[config.mk]
export PLATFORM = sky130hd
export DESIGN_NAME = hvac_sequencer
export DESIGN_NICKNAME = d
export VERILOG_FILES = /design/src/rtl/hvac_sequencer.sv
export SDC_FILE = /design/constraint.sdc
export NUM_CORES = 1
export LEC_CHECK = 0
export ABC_AREA = 1
export BUFFER_PORTS_ARGS = -buffer_cell sky130_fd_sc_hd__clkbuf_2
export CAP_MARGIN = 15
export CORE_MARGIN = 1.5
export CORE_UTILIZATION = 50
export DETAILED_ROUTE_END_ITERATION = 12
export PLACE_DENSITY = 0.8
export REMOVE_ABC_BUFFERS = 1
export SLEW_MARGIN = 20
export SYNTH_ARGS = -nofsm -noshare
export SYNTH_HDL_FRONTEND = slang
export SYNTH_SLANG_ARGS = --single-unit
[constraint.sdc]
create_clock -name clk -period 2 [get_ports clk]
set_input_delay 0.3 -clock clk [delete_from_list [all_inputs] [get_ports clk]]
set_output_delay 0.3 -clock clk [all_outputs]
set_load 0.005 [all_outputs]
[src/rtl/hvac_sequencer.sv]
// HVAC run sequencer: fan pre-run, heat or cool with minimum on-time,
// fan post-run, then an all-off lockout before a new run may start.
//
// state    | meaning
// ---------+------------------------------------------------------
// IDLE     | all off, waiting for a heat or cool request
// FAN_PRE  | fan only, purging ahead of the heater/cooler
// HEAT     | heater and fan on, held for at least MIN_ON cycles
// COOL     | cooler and fan on, held for at least MIN_ON cycles
// FAN_POST | fan only, clearing residual heat/cold
// LOCKOUT  | all off, short-cycle protection (MIN_OFF cycles)
module hvac_sequencer #(
   parameter int FAN_LEAD = 2,
   parameter int FAN_LAG  = 3,
   parameter int MIN_ON   = 4,
   parameter int MIN_OFF  = 5,
   parameter int TW       = 8
) (
   input  logic       clk,
   input  logic       rst_n,
   input  logic [1:0] mode_req,
   input  logic       estop,
   output logic       heat_en,
   output logic       cool_en,
   output logic       fan_en,
   output logic [2:0] sts,
   output logic       busy
);

   typedef enum logic [2:0] {
      S_IDLE     = 3'd0,
      S_FAN_PRE  = 3'd1,
      S_HEAT     = 3'd2,
      S_COOL     = 3'd3,
      S_FAN_POST = 3'd4,
      S_LOCKOUT  = 3'd5
   } state_t;

   localparam logic [1:0] MODE_OFF  = 2'b00;
   localparam logic [1:0] MODE_HEAT = 2'b10;
   localparam logic [1:0] MODE_COOL = 2'b01;

   localparam logic [TW-1:0] LEAD_TC = TW'(FAN_LEAD - 1);
   localparam logic [TW-1:0] LAG_TC  = TW'(FAN_LAG - 1);
   localparam logic [TW-1:0] ON_TC   = TW'(MIN_ON - 1);
   localparam logic [TW-1:0] OFF_TC  = TW'(MIN_OFF - 1);

   state_t          state, state_nxt;
   logic [TW-1:0]   timer;
   logic [1:0]      target, target_nxt;
   logic            req_valid;
   logic            timer_hold;

   assign req_valid  = (mode_req == MODE_HEAT) || (mode_req == MODE_COOL);
   // Holding the timer at zero during estop makes MIN_OFF count from release.
   assign timer_hold = (state == S_LOCKOUT) && estop;

   // State and latched target registers.
   always_ff @(posedge clk or negedge rst_n) begin
      if (!rst_n) begin
         state  <= S_IDLE;
         target <= MODE_OFF;
      end else begin
         state  <= state_nxt;
         target <= target_nxt;
      end
   end

   // Per-state timer: clears on any state change, saturates at all-ones.
   always_ff @(posedge clk or negedge rst_n) begin
      if (!rst_n) begin
         timer <= '0;
      end else if ((state_nxt != state) || timer_hold) begin
         timer <= '0;
      end else if (timer != '1) begin
         timer <= timer + 1'b1;
      end
   end

   // Next-state and target selection.
   always_comb begin
      state_nxt  = state;
      target_nxt = target;
      case (state)
         S_IDLE: begin
            if (!estop && req_valid) begin
               target_nxt = mode_req;
               state_nxt  = S_FAN_PRE;
            end
         end
         S_FAN_PRE: begin
            if (estop) begin
               state_nxt = S_LOCKOUT;
            end else if (!req_valid) begin
               state_nxt = S_IDLE;
            end else begin
               target_nxt = mode_req;
               if (timer == LEAD_TC)
                  state_nxt = (mode_req == MODE_HEAT) ? S_HEAT : S_COOL;
            end
         end
         S_HEAT: begin
            if (estop)
               state_nxt = S_LOCKOUT;
            else if ((timer >= ON_TC) && (mode_req != MODE_HEAT))
               state_nxt = S_FAN_POST;
         end
         S_COOL: begin
            if (estop)
               state_nxt = S_LOCKOUT;
            else if ((timer >= ON_TC) && (mode_req != MODE_COOL))
               state_nxt = S_FAN_POST;
         end
         S_FAN_POST: begin
            if (estop || (timer == LAG_TC))
               state_nxt = S_LOCKOUT;
         end
         S_LOCKOUT: begin
            if (!estop && (timer == OFF_TC))
               state_nxt = S_IDLE;
         end
         default: state_nxt = S_IDLE;
      endcase
   end

   // Moore output decode from the registered state only.
   always_comb begin
      heat_en = 1'b0;
      cool_en = 1'b0;
      fan_en  = 1'b0;
      case (state)
         S_FAN_PRE:  fan_en = 1'b1;
         S_HEAT:     begin heat_en = 1'b1; fan_en = 1'b1; end
         S_COOL:     begin cool_en = 1'b1; fan_en = 1'b1; end
         S_FAN_POST: fan_en = 1'b1;
         default:    ;
      endcase
   end

   assign sts  = state;
   assign busy = (state != S_IDLE);

endmodule
**After elaboration in Yosys (flattened, before gate mapping)**

Cells that the tools add are included.

- Output and inout port bits: 7
- Flip-flop bits (word level): 11
- Input port bits: 5

- Equal/unequal tests: 14
- Muxes and demuxes: 17
- Add/subtract/negate cells: 1
- $lt $le $gt $ge: 1
- Reduce and logical (&&, ||, !) cells: 13

Operators by type and width:

| cell | count |
|---|---|
| $mux 3 | 10 |
| $pmux 3 s6 | 1 |
| $mux 8 | 2 |
| $add 8x1->8 const B | 1 |
| $eq 8x1->1 const B | 1 |
| $eq 8x2->1 const B | 1 |
| $eq 8x3->1 const B | 1 |
| $ge 8x2->1 const B | 1 |
| $ne 8x8->1 const B | 1 |
| $eq 3x2->1 const B | 2 |
| $eq 3x3->1 const B | 2 |
| $logic_and 1x1->1 | 5 |
| $mux 1 | 4 |
| $reduce_or 4->1 | 1 |
| $eq 3x1->1 const B | 1 |
| $logic_not 3->1 | 1 |
| $logic_or 1x1->1 | 3 |
| $ne 3x3->1 | 1 |
| $reduce_bool 3->1 | 1 |
| $eq 2x1->1 const B | 1 |
| $eq 2x2->1 const B | 1 |
| $ne 2x1->1 const B | 1 |
| $ne 2x2->1 const B | 1 |
| $reduce_bool 2->1 | 1 |
| $logic_not 1->1 | 1 |

**Longest topological paths before layout**

Gate-level depths: netlist (run 1).

- Depth after elaboration: 9
- Mapped depth: 15

**Worst setup path before layout (run 1)**

OpenSTA, ideal clock, no wires.

- Path kind: reg2reg
- From: register timer[0]
- To: register timer[0]
- Cell stages (with the launch flop): 16
- Arrival time: 1478 ps
- Period minus slack after synthesis: 1603 ps
- Data required time: 1875 ps
- Slack: 397 ps
- Setup time: 125 ps
- Cells stage by stage: dfrtp_1 inv_1 ha_1 nand2_1 inv_1 nand2_1 nor2_2 nor2_1 nor2_1 nand2_1 nor2_2 nand2_1 nand2_1 nand2_1 inv_2 nor3_2

- Word-level cells in the longest chain between the ends: 8
- Elaborated cells between the ends (all ways): 25

RTL lines:

| element | line | RTL |
|---|---|---|
| start: declaration | 49 | `logic [TW-1:0] timer;` |
| start signal: assignment | 76 | `timer <= timer + 1'b1;` |
| $ge 8x2->1 / $eq 8x1->1 (equally long branches) | 105, 111, 98 |  |
| $logic_and 1x1->1, or another cell as far along | 111 | `else if ((timer >= ON_TC) && (mode_req != MODE_COOL))` |
| $mux 3, on equally long branches | 111, 105, 94 |  |
| $mux 3, on equally long branches | 109, 103, 92 |  |
| $pmux 3 s6 (*) | 84 | `case (state)` |
| via state_nxt[0] | 48 | `state_t state, state_nxt;` |
| $ne 3x3->1 (*) | 73 | `end else if ((state_nxt != state) \|\| timer_hold) begin` |
| $logic_or 1x1->1 (*) | 73 |  |
| $mux 8 / $reduce_bool 2->1 (equally long branches) | - |  |

Mark *: on every way through the listed nets, which the timed path passes. The rest lies on a longest branch. The select of a mux whose other input is x is not followed.
A chain may end at the register's enable or synchronous reset.

**Worst setup path in the final report (run 1)**

Ends and elaborated chain as after synthesis.

==> results of run 1 <==
==> flip-flops by register name, summed over array words and instances, names as in the netlist <==
name and cells:
sts 3, timer 8
==> metrics by stage <==
step / setup WS [ns] / instance area (um^2)
3_3_place_gp: 0.210 / 1060
2_1_floorplan: 0.397 / 978
4_1_cts: 0.180 / 1100
3_5_place_dp: 0.194 / 1060
6_report: 0.174 / 1100
5_1_grt: 0.0210 / 1100
==> per-layer routing <==
metal  up-vias  track usage (%)
li1        469                -
met1       433             27.8
met2        27             38.1
met3         2             1.15
met4         0             8.89
met5         -                0
==> what timing repair did <==
item                                   CTS  global route
resized for setup                        0             0
setup endpoints to repair                0             0
buffers inserted                         0             0
hold buffers                             1             0
endpoints found under the hold margin   11             0
==> how the worst min path moves through the flow <==
stage | from | endpoint | slack [ns] | cells past startpoint
5_1_grt | estop | sts[1] | 0.42 | 4
6_report | estop | sts[1] | 0.40 | 4
3_3_place_gp | rst_n | timer[6] | 0.19 | 1
4_1_cts | estop | sts[1] | 0.38 | 4
3_5_place_dp | rst_n | timer[7] | 0.19 | 1
2_1_floorplan | rst_n | sts[0] | 0.004 | 0
==> layout make-up <==
class / count / area, um^2
fill: 173 / 682
sequential: 11 / 275
tap: 25 / 31.3
inverter: 20 / 75.1
multi-input combinational: 105 / 628
clock buffer: 4 / 26.3
timing repair buffer: 12 / 65.1
==> logic make-up after synthesis <==
family	count (synthesis)
AO/OA/AOI/OAI	17
XOR/XNOR	3
AND/OR/NAND/NOR	79
flip-flops	11
buffers and inverters	20
adder cells (fa/ha/maj)	6
==> worst reg2reg max path, cell delays in order, from the launching register on <==
cell      delay (ns)
dfrtp_1         0.42
ha_1            0.24
inv_1           0.10
nand2_2         0.07
o21bai_2        0.15
nand2_1         0.08
a21oi_2         0.17
nand2_2         0.08
nand2_2         0.07
nand4_4         0.17
nor3_2          0.17
==> power by group through the flow <==
stage	registers [mW]	logic [mW]	clock network, mW
floorplan	0.312	0.545	0
global placement	0.319	0.692	0
detailed placement	0.320	0.705	0
CTS	0.317	0.710	0.151
global route	0.324	0.794	0.159
finish	0.318	0.703	0.144
==> cells in the final DEF, fill, tap and decap left out, drive strengths merged <==
| cell | synthesis | routed |
|---|---|---|
| xor2 | 3 | 3 |
| ha | 6 | 6 |
| nand2 | 38 | 38 |
| dlygate4sd3 | 0 | 1 |
| o21ai | 12 | 12 |
| nor2 | 19 | 19 |
| a21oi | 2 | 2 |
| clkbuf | 0 | 15 |
| nand4 | 3 | 3 |
| inv | 20 | 20 |
| o21bai | 2 | 2 |
| nand3 | 9 | 9 |
| a31oi | 1 | 1 |
| nor3 | 10 | 10 |
| dfrtp | 11 | 11 |
==> metrics, run 1 <==
placed cells 172; r2r setup slk 0.17 ns; Worst-Skew Late Latency 0.26 ns; Top cell by count, worst path nand2_2; Worst Path Max Fanout 8; Core Rows 15; Worst R2R Path Depth 10; HP Class input port to flip-flop; cell count after synthesis 136; delay-heaviest family, CP simple AND/OR/NAND/NOR gates; max-cap violations 0; Synth Flop Type dfrtp_1; Die ar. 2230 um^2; Clk network pwr share 12.4%; period utilization 91.3%; Initial DRC Count 32; vias in the first global route 863; Hold Violations, Final 0; final std cells w/o fill 177; FF+latch count, synth 11; Arr. time, crit path 2.00 ns; crit path launch type flip-flop; number of primary I/O pins 12; Core Footprint 1780 um^2; Simple-Gate Fraction of Synth Area 43.7%; Gate power share 60.3%; Setup TNS Final 0 ns; Net Sw Frac 51.3%; Worst Hold Slack 0.395 ns; CP startpoint timer[0]; CP cell instances ha_1 -> inv_1 -> nand2_2 -> o21bai_2 -> nand2_1 -> a21oi_2 -> nand2_2 -> nand2_2 -> nand4_4 -> nor3_2; P_sw 0.599 mW; Worst EP required 2.18 ns; R2R Path Start timer[0]; CTS root buf clkbuf_4; htree depth 1; internal power 0.567 mW; Clk pin slew, worst setup/hold paths 0.07 ns; Fmax achieved 548 MHz; R2R Path End timer[0]; VDD IR max 0.760 mV; Top Metal Used met4; critical path type flip-flop to flip-flop; area grow syn2layout 12.5%; chip height 47.2 um; adder-cell share of the synthesized area 7.67%; final core utilization 61.8%; synth warn 0; n_diodes 0; Leakage 0.542 nW; RSZ-0062 raised after global routing false; Detail Route Antenna Nets 0; sequential share of power 27.3%; Unique masters post-synth 22; total CTS buffers 3; I/O Buffers 11; Synth Area per Inst 7.19 um^2; M1 WL 920 um; remaining global-route overflow 0; initial antenna violation count 0; top cells by count, synth nand2_1, inv_1, nor2_1; post-DR wirelength/cell 11.6 um; DR WL met3 75 um; crit path to timer[0]; die width 47.2 um; Final Max Tran Viols 0; skew final 0.00129 ns; Rel. slew slack 70.5%; count leader, synth nand2_1; Routed WL 2050 um; slowest stage delay, CP 0.42 ns; min Tclk post-route 1.83 ns; total power 1.17 mW; CTS tree built; post-synthesis async set-or-reset flop share 100%; Crit path depth 10; NumNets Final 164; share of layout cells above drive strength 1 27.6%; global-route wire length before repair 3500 um; Vias per Instance 5.26; Initial Util 54.9%; Crit. End Element flip-flop; compound-cell area share of the yosys netlist 10.1%; Total GRT Usage 21.8%; number of synthesized flops with an enable pin 0; mux cell area share after synthesis 0%; Initial DRT Pass Iterations 4; mapped cell area 978 um^2; CTS max path bufs 2; Routability Congestion 0.965; top-area cell type share of the netlist area 28.1%; met2 wire length 1050 um; CP Buf/Inv Count 1; Sink Count 11; status completed; sequential cell area fraction in the yosys report 28.1%; worst slew pin tran 0.439 ns; post-synth top area cell dfrtp_1; PwrDens 1060 nW/um^2; post-route DRC violation count 0; main combinational cell family by area after synthesis simple AND/OR/NAND/NOR gates; vias post-DR 931; maximum number of pins on one net before global-route repair 12; Final Setup Violations 0; Crit-path slowest cell dfrtp_1; Synth area leaders dfrtp_1, nand2_1, nor3_2; Post-DP HPWL 1660 um; xor and xnor fraction of the mapped netlist area 2.69%
Note: power is estimated with default switching activity, not from simulation.
==> inputs of run 2 (changes only) <==
PLACE_DENSITY = not set   (was 0.8)
PLACE_DENSITY_LB_ADDON = 0.25   (was not set)
==> metrics, run 2 (same netlist as run 1, synthesis figures left out) <==
chip height 47.2 um; maximum number of pins on one net before global-route repair 12; Worst Hold End sts[1]; Detail Route Antenna Nets 0; Core Rows 15; Worst EP required 2.18 ns; Initial DRC Count 13; Worst R2R Path Depth 12; Fmax achieved 541 MHz; worst slew pin tran 0.455 ns; commonest non-fill, non-tap cell in the layout nand2_1; initial antenna violation count 0; Total GRT Usage 22.0%; hold path depth 4; Sink Count 11; number of primary I/O pins 12; NumNets Final 166; Final Setup Violations 0; status completed; r2r setup slk 0.15 ns; remaining global-route overflow 0; global-route wire length before repair 3440 um; Reg with most FFs timer; PwrDens 1100 nW/um^2; Final Max Tran Viols 0; final std cells w/o fill 179; CTS max path bufs 2; Post-DP HPWL 1640 um; crit path launch type flip-flop; total CTS buffers 3; area occupied by multi-input gates 641 um^2; Hold Crit Start estop; die width 47.2 um; Initial DRT Pass Iterations 4; Die ar. 2230 um^2; Worst Hold Slack 0.379 ns; post-route DRC violation count 0; final core utilization 63.5%; Routability Congestion 0.957; R2R Path Start timer[1]; Clk pin slew, worst setup/hold paths 0.07 ns; CTS tree built; RSZ-0062 raised after global routing false; Crit. End Element flip-flop; critical path type flip-flop to flip-flop; Initial Util 54.9%; vias in the first global route 833; post-DR wirelength/cell 11.7 um; Worst Path Max Fanout 8; HP Class input port to flip-flop; max-cap violations 0; placed cells 172; Hold Violations, Final 0; share of layout cells above drive strength 1 32.5%; Setup TNS Final 0 ns; period utilization 92.4%; htree depth 1; R2R Path End timer[4]; Leakage 0.550 nW; VDD IR max 0.831 mV; Rel. slew slack 69.5%; n_diodes 0; Routed WL 2100 um; Core Footprint 1780 um^2; most frequent cells in the layout nand2_1, inv_1, nor2_1; vias post-DR 926; Worst-Skew Late Latency 0.27 ns; max FFs per register 8; Register Area 277 um^2; area grow syn2layout 15.7%; I/O Buffers 11; Arr. time, crit path 2.03 ns; Vias per Instance 5.17; CTS root buf clkbuf_4; min Tclk post-route 1.85 ns; Filler cells 175; skew final 0.00548 ns
==> run 2: critical path, cell delays in order (launching register included) <==
cell	delay [ns]
dfrtp_1	0.40
inv_2	0.07
ha_1	0.17
nand2_1	0.06
inv_1	0.04
nand2_1	0.06
nor2_2	0.04
o21ai_1	0.16
a21oi_2	0.06
buf_4	0.14
nand3_1	0.12
nand4_4	0.20
nor3_2	0.23
==> run 2: cell type report <==
type | instances | area share (%)
timing repair buffer | 14 | 7.07
sequential | 11 | 24.4
multi-input combinational | 105 | 56.6
clock buffer | 4 | 2.32
tap | 25 | 2.76
inverter | 20 | 6.85
==> run 2: routing by layer <==
metal	wire length [um]	up-vias	global-route usage, %
met2	1060	11	37.3
met1	978	440	28.6
met4	20	0	10.0
met5	0	-	0
li1	-	473	-
met3	41	2	1.15
==> run 2: report_power, final <==
group,switching [mW],internal (mW),total [mW],leakage (nW)
combinational,0.503,0.269,0.772,0.389
clock,0.0718,0.0771,0.149,0.0150
sequential,0.0628,0.261,0.324,0.146
==> run 2: stage by stage <==
step | total power, mW | instance area (um^2) | worst slack, ns
floorplan | 0.857 | 978 | 0.397
global placement | 1.01 | 1060 | 0.211
detailed placement | 1.04 | 1060 | 0.156
CTS | 1.19 | 1100 | 0.145
global route | 1.35 | 1130 | 0.00690
finish | 1.24 | 1130 | 0.152
==> run 2: worst max-delay path by stage <==
stage / from / endpoint / slack (ns)
final: timer[1] / timer[4] / 0.15
after global routing: timer[1] / timer[4] / 0.007
after CTS: timer[0] / timer[4] / 0.15
after detailed placement: timer[0] / timer[1] / 0.16
after global placement: timer[0] / timer[2] / 0.21
after floorplan: timer[0] / timer[0] / 0.40
==> run 2: timing repair <==
| item | 4_1_cts | 5_1_grt |
|---|---|---|
| hold buffers | 1 | 0 |
| resized for setup | 0 | 9 |
| endpoints found under the hold margin | 11 | 0 |
| setup endpoints to repair | 0 | 8 |
| setup buffers | 0 | 2 |
==> inputs of run 3 (changes only) <==
CELL_PAD_IN_SITES_DETAIL_PLACEMENT = 1   (was not set)
CELL_PAD_IN_SITES_GLOBAL_PLACEMENT = 1   (was not set)
CORE_UTILIZATION = 41   (was 50)
GPL_ROUTABILITY_DRIVEN = 1   (was not set)
HOLD_SLACK_MARGIN = 0.15   (was not set)
==> metrics, run 3 (same netlist as run 1, synthesis figures left out) <==
HP Class input port to flip-flop; n_diodes 0; Core Footprint 2230 um^2; Final Max Tran Viols 0; total CTS buffers 3; Post-DP HPWL 2010 um; Leakage 0.542 nW; R2R Path Start timer[0]; area grow syn2layout 13.2%; Worst Path Max Fanout 8; Worst R2R Path Depth 15; most frequent cells in the layout nand2_1, inv_1, nor2_1; placed cells 175; min Tclk post-route 1.86 ns; post-route DRC violation count 0; vias post-DR 935; max-cap violations 0; post-DR wirelength/cell 13.3 um; I/O Buffers 11; Detail Route Antenna Nets 0; worst slew pin tran 0.506 ns; Reg with most FFs timer; chip height 51.9 um; Routability Congestion 0.816; Crit. End Element flip-flop; status completed; Clk pin slew, worst setup/hold paths 0.07 ns; Initial DRT Pass Iterations 4; critical path type flip-flop to flip-flop; Setup TNS Final 0 ns; Worst EP required 2.15 ns; commonest non-fill, non-tap cell in the layout nand2_1; CP startpoint timer[0]; PwrDens 1090 nW/um^2; crit path launch type flip-flop; initial antenna violation count 0; Hold Crit Start estop; Post-CTS Setup Inserts 0; vias in the first global route 971; RSZ-0062 raised after global routing false; die width 51.9 um; Routed WL 2390 um; Total GRT Usage 21.4%; Fmax achieved 538 MHz; CTS tree built; Initial Util 43.8%; maximum number of pins on one net before global-route repair 12; Final Setup Violations 0; Worst-Skew Late Latency 0.26 ns; Die ar. 2690 um^2; NumNets Final 164; CTS root buf clkbuf_4; VDD IR max 0.776 mV; htree depth 1; Filler cells 306; Core Rows 17; final std cells w/o fill 180; skew final 0.00544 ns; Initial DRC Count 5; Arr. time, crit path 2.01 ns; r2r setup slk 0.14 ns; hold path depth 4; Vias per Instance 5.19; max FFs per register 8; share of layout cells above drive strength 1 28.3%; remaining global-route overflow 0; period utilization 92.9%; global-route wire length before repair 4280 um; Sink Count 11; CTS max path bufs 2; Rel. slew slack 66.0%; Hold Violations, Final 0; number of primary I/O pins 12
==> run 3: per-stage QoR <==
stage	utilization [%]	total power [mW]	setup WS, ns	hold slack [ns]	instance area, um^2
floorplan	-	0.857	0.397	0.00441	978
global route	49.6	1.32	0.0135	0.395	1110
detailed placement	47.8	1.05	0.114	0.195	1070
global placement	47.8	1.03	0.203	0.196	1070
finish	49.6	1.20	0.141	0.388	1110
CTS	49.5	1.20	0.106	0.382	1100
==> run 3: area by class of cell <==
cell class                 count  area (um^2)  share of cell area (%)
timing repair buffer          12         65.1                    5.88
sequential                    11          275                    24.9
clock buffer                   4         26.3                    2.37
tap                           28         35.0                    3.16
inverter                      20         77.6                    7.01
multi-input combinational    105          628                    56.7
==> run 3: worst paths after layout <==
check | endpoint
min in group asynchronous | sts[2]
hold / removal | sts[1]
hold reg to reg | timer[7]
setup / recovery | timer[2]
setup reg to reg | timer[2]
max in group asynchronous | timer[3]
==> run 3: repair_timing <==
item / in CTS / in global routing
hold buffers: 1 / 0
hold endpoints to repair: 11 / 0
gates resized for setup: 0 / 2
setup endpoints to repair: 0 / 8
==> run 3: where the power goes <==
group          internal (mW)  leakage, nW  switching, mW  total [mW]
registers              0.260        0.148         0.0655       0.325
clock network         0.0771       0.0150         0.0692       0.146
logic                  0.236        0.379          0.495       0.731
==> run 3: worst max-delay path, stage by stage, from the launching register on <==
cell and delay, ns:
dfrtp_1 0.42, inv_1 0.12, ha_1 0.15, nand2_1 0.05
inv_1 0.06, nand2_1 0.05, nor2_2 0.12, nor2_1 0.06
nor2_1 0.10, nand2_1 0.08, nor2_2 0.10, nand2_1 0.09
nand2_1 0.06, nand2_1 0.08, inv_4 0.13, nor3_2 0.06
==> run 3: routing by layer <==
| metal | vias to the layer above | global-route usage, % | wire (um) |
|---|---|---|---|
| met5 | - | 0 | 0 |
| met4 | 0 | 13.6 | 87 |
| met3 | 8 | 0.862 | 38 |
| met2 | 13 | 37.6 | 1180 |
| met1 | 446 | 25.3 | 1080 |
| li1 | 468 | - | - |
